===== config.mk =====
export PLATFORM = sky130hd
export DESIGN_NAME = s2_share_arbiter_flat
export DESIGN_NICKNAME = d
export VERILOG_FILES = /design/src/rtl/s2_share_arbiter_pkg.sv /design/src/rtl/s2_share_arbiter_if.sv /design/src/rtl/s2_share_arbiter_rr_pick.sv /design/src/rtl/s2_share_arbiter.sv /design/src/flat_wrapper.sv
export SDC_FILE = /design/constraint.sdc
export NUM_CORES = 1
export LEC_CHECK = 0
export CAP_MARGIN = 20
export CORE_AREA = 10 10 60 62
export CTS_CLUSTER_SIZE = 14
export DETAILED_ROUTE_END_ITERATION = 16
export DIE_AREA = 0 0 70 72
export PLACE_DENSITY = 0.74
export SLEW_MARGIN = 40
export SYNTH_ARGS = -nofsm -noshare
export SYNTH_HDL_FRONTEND = slang
export SYNTH_SLANG_ARGS = --single-unit

===== constraint.sdc =====
create_clock -name CLK -period 2.5 [get_ports CLK]
set_input_delay 0.5 -clock CLK [delete_from_list [all_inputs] [get_ports CLK]]
set_output_delay 0.5 -clock CLK [all_outputs]
set_load 0.01 [all_outputs]

===== src/rtl/s2_share_arbiter_pkg.sv =====
// Shared types and helpers for the s2_share_arbiter round-robin cell sequencer.
package s2_share_arbiter_pkg;

  localparam int unsigned NReq = 4;

  typedef enum logic {
    StIdle = 1'b0,
    StOwn  = 1'b1
  } state_e;

  function automatic logic [NReq-1:0] idx2oh(input logic [1:0] idx);
    return NReq'(1) << idx;
  endfunction

  function automatic logic [1:0] oh2idx(input logic [NReq-1:0] oh);
    logic [1:0] idx;
    idx = '0;
    for (int k = 0; k < NReq; k++) begin
      if (oh[k]) idx = k[1:0];
    end
    return idx;
  endfunction

endpackage


===== src/rtl/s2_share_arbiter_if.sv =====
// Request/grant bundle plus the shared cell's select and load terms.
interface s2_share_arbiter_if;
  import s2_share_arbiter_pkg::*;

  logic [NReq-1:0] REQ;
  logic [NReq-1:0] GNT;
  logic            BUSY;
  logic [1:0]      SEL;
  logic            A1;
  logic            B1;
  logic            A0;
  logic            B0;
  logic            LD;

  modport master (
    output REQ,
    input  GNT, BUSY, SEL, A1, B1, A0, B0, LD
  );

  modport slave (
    input  REQ,
    output GNT, BUSY, SEL, A1, B1, A0, B0, LD
  );

endinterface


===== src/rtl/s2_share_arbiter_rr_pick.sv =====
// Rotating-priority picker: first set candidate bit scanning upward from ptr, mod 4.
module s2_share_arbiter_rr_pick
  import s2_share_arbiter_pkg::*;
(
  input  logic [NReq-1:0] cand,
  input  logic [1:0]      ptr,
  output logic [1:0]      idx,
  output logic            valid
);

  logic [2*NReq-1:0] dbl;
  logic [NReq-1:0]   rot;
  logic [1:0]        off;

  // Rotate so rot[0] is the candidate at ptr; lowest set bit is the winner.
  assign dbl = {cand, cand};
  assign rot = dbl[ptr +: NReq];

  always_comb begin
    off = '0;
    for (int k = NReq - 1; k >= 0; k--) begin
      if (rot[k]) off = k[1:0];
    end
  end

  assign valid = |cand;
  assign idx   = ptr + off;

endmodule


===== src/rtl/s2_share_arbiter.sv =====
// Round-robin owner of a shared 4:1 select-and-register cell with a bounded hold time.
module s2_share_arbiter
  import s2_share_arbiter_pkg::*;
#(
  parameter int unsigned MAX_HOLD = 8,
  parameter int unsigned CW       = 4
) (
  input logic              CLK,
  input logic              CLR,
  s2_share_arbiter_if.slave bus
);

  state_e          state_q;
  logic [NReq-1:0] gnt_q;
  logic [1:0]      sel_q;
  logic            busy_q;
  logic            ld_q;
  logic [1:0]      ptr_q;
  logic [CW-1:0]   cnt_q;

  logic [NReq-1:0] cand;
  logic [1:0]      pick_idx;
  logic            pick_valid;
  logic            owner_req;
  logic            at_limit;

  assign owner_req = bus.REQ[sel_q];
  assign at_limit  = (cnt_q == CW'(MAX_HOLD));

  // While the owner still requests, it is excluded so a timeout hands to someone else.
  always_comb begin
    cand = bus.REQ;
    if (state_q == StOwn && owner_req) cand = bus.REQ & ~idx2oh(sel_q);
  end

  s2_share_arbiter_rr_pick u_pick (
    .cand  (cand),
    .ptr   (ptr_q),
    .idx   (pick_idx),
    .valid (pick_valid)
  );

  always_ff @(posedge CLK) begin
    if (!CLR) begin
      state_q <= StIdle;
      gnt_q   <= '0;
      sel_q   <= '0;
      busy_q  <= 1'b0;
      ld_q    <= 1'b0;
      ptr_q   <= '0;
      cnt_q   <= '0;
    end else begin
      unique case (state_q)
        StIdle: begin
          if (pick_valid) begin
            state_q <= StOwn;
            gnt_q   <= idx2oh(pick_idx);
            sel_q   <= pick_idx;
            busy_q  <= 1'b1;
            ld_q    <= 1'b1;
            cnt_q   <= CW'(1);
            ptr_q   <= pick_idx + 2'd1;
          end
        end
        StOwn: begin
          if (!owner_req || at_limit) begin
            if (pick_valid) begin
              gnt_q <= idx2oh(pick_idx);
              sel_q <= pick_idx;
              cnt_q <= CW'(1);
              ptr_q <= pick_idx + 2'd1;
            end else if (owner_req) begin
              cnt_q <= CW'(1);
            end else begin
              state_q <= StIdle;
              gnt_q   <= '0;
              busy_q  <= 1'b0;
              ld_q    <= 1'b0;
              cnt_q   <= '0;
            end
          end else begin
            cnt_q <= cnt_q + CW'(1);
          end
        end
        default: state_q <= StIdle;
      endcase
    end
  end

  assign bus.GNT  = gnt_q;
  assign bus.BUSY = busy_q;
  assign bus.SEL  = sel_q;
  assign bus.LD   = ld_q;
  assign bus.A1   = sel_q[1];
  assign bus.B1   = 1'b0;
  assign bus.A0   = sel_q[0];
  assign bus.B0   = sel_q[0];

endmodule


===== src/flat_wrapper.sv =====
// flat-port wrapper written by rule: the top's interface ports become plain ports
module s2_share_arbiter_flat import s2_share_arbiter_pkg::*;
#(
  parameter int unsigned MAX_HOLD = 8,
  parameter int unsigned CW       = 4
)
  (CLK, CLR, bus_REQ, bus_GNT, bus_BUSY, bus_SEL, bus_A1, bus_B1, bus_A0, bus_B0, bus_LD);
  s2_share_arbiter_if bus_i ();
  input logic CLK;
  input logic CLR;
  input wire logic [$bits(bus_i.REQ)-1:0] bus_REQ;
  output wire logic [$bits(bus_i.GNT)-1:0] bus_GNT;
  output wire logic [$bits(bus_i.BUSY)-1:0] bus_BUSY;
  output wire logic [$bits(bus_i.SEL)-1:0] bus_SEL;
  output wire logic [$bits(bus_i.A1)-1:0] bus_A1;
  output wire logic [$bits(bus_i.B1)-1:0] bus_B1;
  output wire logic [$bits(bus_i.A0)-1:0] bus_A0;
  output wire logic [$bits(bus_i.B0)-1:0] bus_B0;
  output wire logic [$bits(bus_i.LD)-1:0] bus_LD;
  assign bus_i.REQ = bus_REQ;
  assign bus_GNT = bus_i.GNT;
  assign bus_BUSY = bus_i.BUSY;
  assign bus_SEL = bus_i.SEL;
  assign bus_A1 = bus_i.A1;
  assign bus_B1 = bus_i.B1;
  assign bus_A0 = bus_i.A0;
  assign bus_B0 = bus_i.B0;
  assign bus_LD = bus_i.LD;
  s2_share_arbiter #(.MAX_HOLD(MAX_HOLD), .CW(CW)) u_core (.CLK(CLK), .CLR(CLR), .bus(bus_i));
endmodule

# Word level (Yosys, flattened, before mapping)
# Index checks and enable logic that the tools add are counted.
[word_totals] ff_bits=14 in_bits=6 output_inout_bits=12 word_cells=61
[classes] n_addsub=3 order_cmp=1 eq_ne=6 shift=3 n_mux=33 bitwise_logic=3 reduce_logical=6
[op_table] cell="two-way mux 4 bit" count=8
[op_table] cell="two-way mux 2 bit" count=8
[op_table] cell="case mux 4 bit (2 select lines)" count=2
[op_table] cell="two-way mux 1 bit" count=10
[op_table] cell="case mux 2 bit (2 select lines)" count=2
[op_table] cell="indexed part select 8 x 3 -> 4 bit" count=1
[op_table] cell="left shift 1 x 2 -> 4 bit (first input constant)" count=2
[op_table] cell="inequality test 2 bit (second input constant)" count=3
[op_table] cell="adder 4 x 1 -> 4 bit (second input constant)" count=1
[op_table] cell="bitwise AND 4 bit" count=1
[op_table] cell="equality test 4 bit (second input constant)" count=1
[op_table] cell="NOT 4 bit" count=1
[op_table] cell="case mux 1 bit (2 select lines)" count=2
[op_table] cell="AND reduction 4 bit" count=1
[op_table] cell="OR reduction 4 bit" count=1
[op_table] cell="less-than comparator 2 x 3 -> 1 bit (second input constant)" count=1
[op_table] cell="inequality test 3 bit (second input constant)" count=1
[op_table] cell="AND reduction 3 bit" count=1
[op_table] cell="adder 2 x 1 -> 2 bit (second input constant)" count=1
[op_table] cell="adder 2 bit" count=1
[op_table] cell="binary-select mux 1 bit (select 2 bit)" count=1
[op_table] cell="inequality test 2 x 1 -> 1 bit (second input constant)" count=1
[op_table] cell="logical AND 1 bit" count=1
[op_table] cell="zero test 1 bit" count=1
[op_table] cell="2 further kinds" count=2

# Logic depth before layout (Yosys ltp)
[logic_depth] depth_word=14 mapped_depth=15 ltp_nobuf=14

# Cells and area by module
# From an unflattened synthesis, not the netlist that was laid out.
[hier_totals] cells_unflattened=122 area_unflattened_um2=1071.0
[modules_own_cells] module="s2_share_arbiter" n_inst=1 cells_per_inst=100 area_per_inst_um2=909.6 seq_area_each_um2=280.3
[modules_own_cells] module="s2_share_arbiter_rr_pick" n_inst=1 cells_per_inst=22 area_per_inst_um2=161.4 seq_area_each_um2=0.0

# Worst setup path after synthesis
# OpenSTA, ideal clock, no wires.
[synth_path] kind="reg2reg" startpoint="register u_core.sel_q[1], in the netlist u_core.bus.SEL[1]" endpoint="register u_core.gnt_q[1], in the netlist u_core.bus.GNT[1]" setup_time_ns=0.065 arrival_time_ns=2.486 required_time_ns=2.435 slack_ns=-0.051 stages_incl_launch_ff=14 path_buffers=1 synth_period_minus_slack_ns=2.551 cell_sequence="dfxtp_1 buf_2 mux2_1 o22ai_2 nor3b_1 a21oi_1 o21ai_0 ha_1 xnor2_1 ha_1 inv_1 a311oi_1 a21oi_1 nor2b_1"
[synth_between] elab_chain_cells=14 word_cells_on_any_way=25 classes_between="add/sub: 1; eq/ne: 3; shift: 3; mux: 11; bitwise: 2; reduce/logical: 5"
[synth_lines] item="start, declared" line_no="s2_share_arbiter.sv:15" text="logic [1:0] sel_q;"
[synth_lines] item="start signal, assigned" line_no="s2_share_arbiter.sv:58" text="sel_q <= pick_idx;"
[synth_lines] item="start signal, assigned" line_no="s2_share_arbiter.sv:69" text="sel_q <= pick_idx;"
[synth_lines] item="binary-select mux 1 bit (select 2 bit) or left shift 1 x 2 -> 4 bit (tied branches)" line_no="s2_share_arbiter.sv:27, s2_share_arbiter_pkg.sv:12"
[synth_lines] item="two-way mux 1 bit (not written as such) or NOT 4 bit (tied branches)" line_no="s2_share_arbiter.sv:27, s2_share_arbiter.sv:33"
[synth_lines] item="logical AND 1 bit or bitwise AND 4 bit (tied branches)" line_no="s2_share_arbiter.sv:33" text="if (state_q == StOwn && owner_req) cand = bus.REQ & ~idx2oh(sel_q);"
[synth_lines] item="two-way mux 4 bit" line_no="s2_share_arbiter.sv:33"
[synth_lines] item="indexed part select 8 x 3 -> 4 bit" line_no="s2_share_arbiter_rr_pick.sv:17" text="assign rot = dbl[ptr +: NReq];"
[synth_lines] item="two-way mux 2 bit (4 in series)" line_no="s2_share_arbiter_rr_pick.sv:22" text="if (rot[k]) off = k[1:0];"
[synth_lines] item="adder 2 bit" line_no="s2_share_arbiter_rr_pick.sv:27" text="assign idx = ptr + off;"
[synth_lines] item="left shift 1 x 2 -> 4 bit" line_no="s2_share_arbiter_pkg.sv:12" text="return NReq'(1) << idx;"
[synth_lines] item="two-way mux 4 bit" line_no="s2_share_arbiter.sv:67" text="if (pick_valid) begin"
[synth_lines] item="two-way mux 4 bit" line_no="s2_share_arbiter.sv:66" text="if (!owner_req || at_limit) begin"
[synth_lines] item="case mux 4 bit (2 select lines)" line_no="s2_share_arbiter.sv:53" text="unique case (state_q)"
[synth_lines] item="end signal, assigned" line_no="s2_share_arbiter.sv:57" text="gnt_q <= idx2oh(pick_idx);"
[synth_lines] item="end signal, assigned" line_no="s2_share_arbiter.sv:68" text="gnt_q <= idx2oh(pick_idx);"
[synth_lines] item="end, declared" line_no="s2_share_arbiter.sv:14" text="logic [NReq-1:0] gnt_q;"
# Parallel ways exist; a longest one is shown, timed or not. The select of a mux whose other input is x is not followed.
# A chain may end at the register's enable or synchronous reset.

# Worst setup path in the final report
[layout_path] startpoint="input port bus_REQ[2]" endpoint="register u_core.gnt_q[1], in the netlist u_core.bus.GNT[1]"
[layout_between] elab_chain_cells=14 word_cells_on_any_way=23 classes_between="add/sub: 1; eq/ne: 3; shift: 2; mux: 11; bitwise: 1; reduce/logical: 5"
[layout_lines] item="start, declared" line_no="flat_wrapper.sv:11" text="input wire logic [$bits(bus_i.REQ)-1:0] bus_REQ;"
[layout_lines] item="binary-select mux 1 bit (select 2 bit)" line_no="s2_share_arbiter.sv:27" text="assign owner_req = bus.REQ[sel_q];"
[layout_lines] item="two-way mux 1 bit (not written as such)" line_no="s2_share_arbiter.sv:27"
[layout_lines] item="logical AND 1 bit" line_no="s2_share_arbiter.sv:33"
[layout_lines] item="two-way mux 4 bit" line_no="s2_share_arbiter.sv:33"
[layout_lines] item="indexed part select 8 x 3 -> 4 bit" line_no="s2_share_arbiter_rr_pick.sv:17"
[layout_lines] item="two-way mux 2 bit (4 in series)" line_no="s2_share_arbiter_rr_pick.sv:22"
[layout_lines] item="adder 2 bit" line_no="s2_share_arbiter_rr_pick.sv:27"
[layout_lines] item="left shift 1 x 2 -> 4 bit" line_no="s2_share_arbiter_pkg.sv:12"
[layout_lines] item="two-way mux 4 bit" line_no="s2_share_arbiter.sv:67"
[layout_lines] item="two-way mux 4 bit" line_no="s2_share_arbiter.sv:66"
[layout_lines] item="case mux 4 bit (2 select lines)" line_no="s2_share_arbiter.sv:53"
# Parallel ways exist; a longest one is shown, timed or not. The select of a mux whose other input is x is not followed.

==> results.toml <==
[pwr]
p_sw_share_pct = 41.3
internal_power_uw = 888
seqPwrFrac_pct = 24.8
powerDensity_mw_per_mm2 = 1000
leakagePower_uw = 0.000626
switching_power_uw = 625
clock_power_share_pct = 8.6
vdd_ir_drop_max_uv = 801
share_comb_of_total_power_pct = 66.6

[detailed_routing]
drt_wl_total_um = 2930
route.detailed.drc = 0
wire_per_inst_um = 14.6
via_count = 1146
post_drt_via_cell_ratio = 5.73
first_drt_pass_iteration_count = 4
antenna_violating_nets_post_route = 0
detailedRoute.firstIterationViolations = 102

[floorplanning]
i_o_pin_count = 18
die_area_sq_mm = 0.00504
row_count = 18
chipHeight_um = 72
fp.dieW_um = 70
initial_core_utilization_pct = 47.4
placeableCoreArea_sq_mm = 0.00243

[placed_design]
dp_hpwl_um = 2090
numPortBuffers = 16
place_congestion = 0.850
pre_cts_setup_slack_ns = -0.484

[clock_network]
cts_root_buffer = "clkbuf_4"
cts_hold_repair.buffers = 0
clk_latency_ns = 0.29
cts_buffers = 3
htreeDepth = 1
clockBufferDepth = 2
clkSlewWorstSetupHoldPaths_ns = 0.08
tritoncts = "yes"
cts_sinks = 14

[synth]
syn-cell-area_sq_mm = 0.00115
synth_cell_types = 47
synth-seq-cells = 14
yosys_most_used_dff = "dfxtp_1"
synth_seq_area_share_pct = 24.3
synthCells = 143
asyncSetResetFlopFracSynth_pct = 0
yosysWarningCount = 0
postSynthAreaPerCell_sq_um = 8.06
synth_edf_count = 0
synth.net_count = 154

[worst_setup_path]
ff2ff_path_depth = 11
path_max_fanout = 6
crit_arrival_ns = 2.62
r2r_setup_slack_ns = 0.14
timing.critical_path.from_type = "primary input"
critical-path-max-stage-delay_ns = 0.37
crit_path_cell_count = 12
worst-path-buf-inv = 3
critPathTopFamily = "compound AO/OA/AOI/OAI gates"
timing.critical_path.to_type = "register"
critPathSlowestCell = "or3b_1"
kind_of_critical_path = "primary input to register"
crit_start = "bus_REQ[2]"
reg2reg_to = "u_core.bus.GNT[1]"
timing.rr.start = "u_core.bus.SEL[0]"
cp_data_required_time_ns = 2.72
cells_traversed_along_the_worst_timing_path = "dlygate4sd2_1 > buf_4 > or3b_1 > a21oi_2 > a221oi_2 > o32a_2 > xnor2_2 > ha_1 > inv_1 > a311oi_1 > a21oi_1 > nor2b_1"
crit_end = "u_core.bus.GNT[1]"

[run]
max_cap_viol_count = 0

[sta]
finClkSkew_ns = 0.00466
grt_setup_unrepaired = "false"
fmax_mhz = 418
worst-slew-pin-transition_ns = 0.540
period_needed_ns = 2.39
slew_violations = 0
post-route-period-util_pct = 95.8
slew-limit-headroom_pct = 63.9
final_critical_path_setup_slack_ns = 0.106
report.final.setup_viol = 0
final_hold_viol_count = 0

[final_layout]
nets = 183
areaGrowthSynthToFinish_pct = 30.9
drive_gt1_share_pct = 27.6
insertedDiodeCount = 0
finish.utilization_pct = 62.0

[global_route]
first_pass_grt_wire_length_um = 4840
initial_antenna_violation_count = 0
grt_remaining_overflow = 0
grt_max_degree = 19
gr_util_all_layers_pct = 11.0
via_count_of_the_first_global_routing_pass = 1105

[run_status]
outcome = "completed"

[hold_path]
hold_path_class = "register to register"
-- routing by layer --
metal | track usage (%) | part of all wire, %
met1 | 12.4 | 45
met5 | 0 | 0
met4 | 4.61 | 1.5
met3 | 2.86 | 4.7
met2 | 19.2 | 49
-- cells by family (layout without fill, tap and decap cells) --
logic type,count (synthesis),after routing,synth area share [%]
other,1,1,0.325
flip-flops,14,14,24.3
adder cells (fa/ha/maj),5,5,5.43
AND/OR/NAND/NOR,50,50,24.1
buffers and inverters,23,50,10.9
XOR/XNOR,2,2,1.52
multiplexers,6,6,6.51
AO/OA/AOI/OAI,42,42,26.9
-- area by class of cell --
type	instances	area (sq um)
Clock buffer	3	22.5
Fill cell	221	923
Inverter	8	30.0
Multi-Input combinational cell	106	803
Sequential cell	14	284
Tap cell	30	37.5
Timing Repair Buffer	39	332
-- registers in the layout, indices dropped and copies added, names as in the netlist --
name	cells
u_core.ptr_q	2
u_core.bus.BUSY	1
u_core.state_q	1
u_core.cnt_q	4
u_core.bus.GNT	4
u_core.bus.SEL	2
-- worst register-to-register path: cells and delay by family, from the launching register on --
family | cells | cell delay (ns)
AOI/OAI and AO/OA | 5 | 1.02
DFF | 1 | 0.39
adders and majority gates | 2 | 0.39
and+or+nand+nor | 2 | 0.32
xor gates and xnor gates | 1 | 0.13
buffers and inverters | 1 | 0.04
-- placed cells by master (no fill, tap or decap), types with 2 or more instances in the layout --
| cell | count |
|---|---|
| o21a_1 | 2 |
| nand3b_1 | 3 |
| o21ai_0 | 4 |
| clkbuf_4 | 3 |
| dfxtp_2 | 3 |
| a311oi_2 | 2 |
| a31o_1 | 2 |
| clkdlybuf4s50_1 | 12 |
| nand2b_1 | 3 |
| buf_4 | 23 |
| nand2_1 | 12 |
| nand4_1 | 4 |
| o21bai_1 | 2 |
| o21ai_1 | 4 |
| nor2b_1 | 9 |
| dlymetal6s2s_1 | 2 |
| inv_1 | 8 |
| dfxtp_1 | 11 |
| nand3_1 | 3 |
| nor2_1 | 7 |
| a21oi_1 | 8 |
| mux2i_1 | 3 |
| ha_1 | 4 |
| o211a_1 | 2 |
| o311a_1 | 2 |
-- how the worst min path moves through the flow --
stage / startpoint / end / slack, ns / cells after the start
6_report: u_core.cnt_q[3] / u_core.cnt_q[3] / 0.47 / 1
5_1_grt: u_core.cnt_q[3] / u_core.cnt_q[3] / 0.49 / 1
2_1_floorplan: u_core.cnt_q[3] / u_core.cnt_q[3] / 0.42 / 1
3_5_place_dp: u_core.cnt_q[3] / u_core.cnt_q[3] / 0.46 / 1
3_3_place_gp: u_core.cnt_q[3] / u_core.cnt_q[3] / 0.45 / 1
4_1_cts: u_core.cnt_q[3] / u_core.cnt_q[3] / 0.47 / 1
-- power groups by stage --
| stage | clock, uW | combinational [uW] | sequential (uW) |
|---|---|---|---|
| 6_report | 130 | 1010 | 375 |
| 5_1_grt | 133 | 1110 | 385 |
| 3_5_place_dp | 0 | 911 | 372 |
| 3_3_place_gp | 0 | 893 | 368 |
| 4_1_cts | 131 | 954 | 368 |
| 2_1_floorplan | 0 | 607 | 352 |
-- stage by stage --
step | cell area (sq um) | setup TNS (ns) | hold slack, ns | instances | total power, uW
after global placement | 1410 | -1.45 | 0.445 | 194 | 1260
final | 1510 | 0 | 0.469 | 200 | 1510
after detailed placement | 1410 | -1.85 | 0.456 | 194 | 1280
after CTS | 1460 | 0 | 0.469 | 198 | 1450
after floorplan | 1160 | 0 | 0.423 | 143 | 959
after global routing | 1510 | 0 | 0.487 | 200 | 1620
-- cells in the mapped netlist (4+ instances only) --
| cell type | instances | area, sq um |
|---|---|---|
| dfxtp_1 | 14 | 280 |
| nand2_1 | 12 | 45.0 |
| nor2b_1 | 10 | 62.6 |
| a21oi_1 | 9 | 45.0 |
| inv_1 | 8 | 30.0 |
| nor2_1 | 7 | 26.3 |
| buf_4 | 5 | 37.5 |
| ha_1 | 5 | 62.6 |
| o21ai_0 | 5 | 25.0 |
| buf_2 | 4 | 20.0 |
| clkbuf_1 | 4 | 15.0 |
| nand4_1 | 4 | 25.0 |
-- timing repair --
item                                    4_1_cts  5_1_grt
buffers inserted                              1        2
endpoints found under the setup margin        3        5
resized for setup                             8       13
gates cloned                                  0        0
pin swaps                                     1        3
Note: power is estimated with default switching activity, not from simulation.
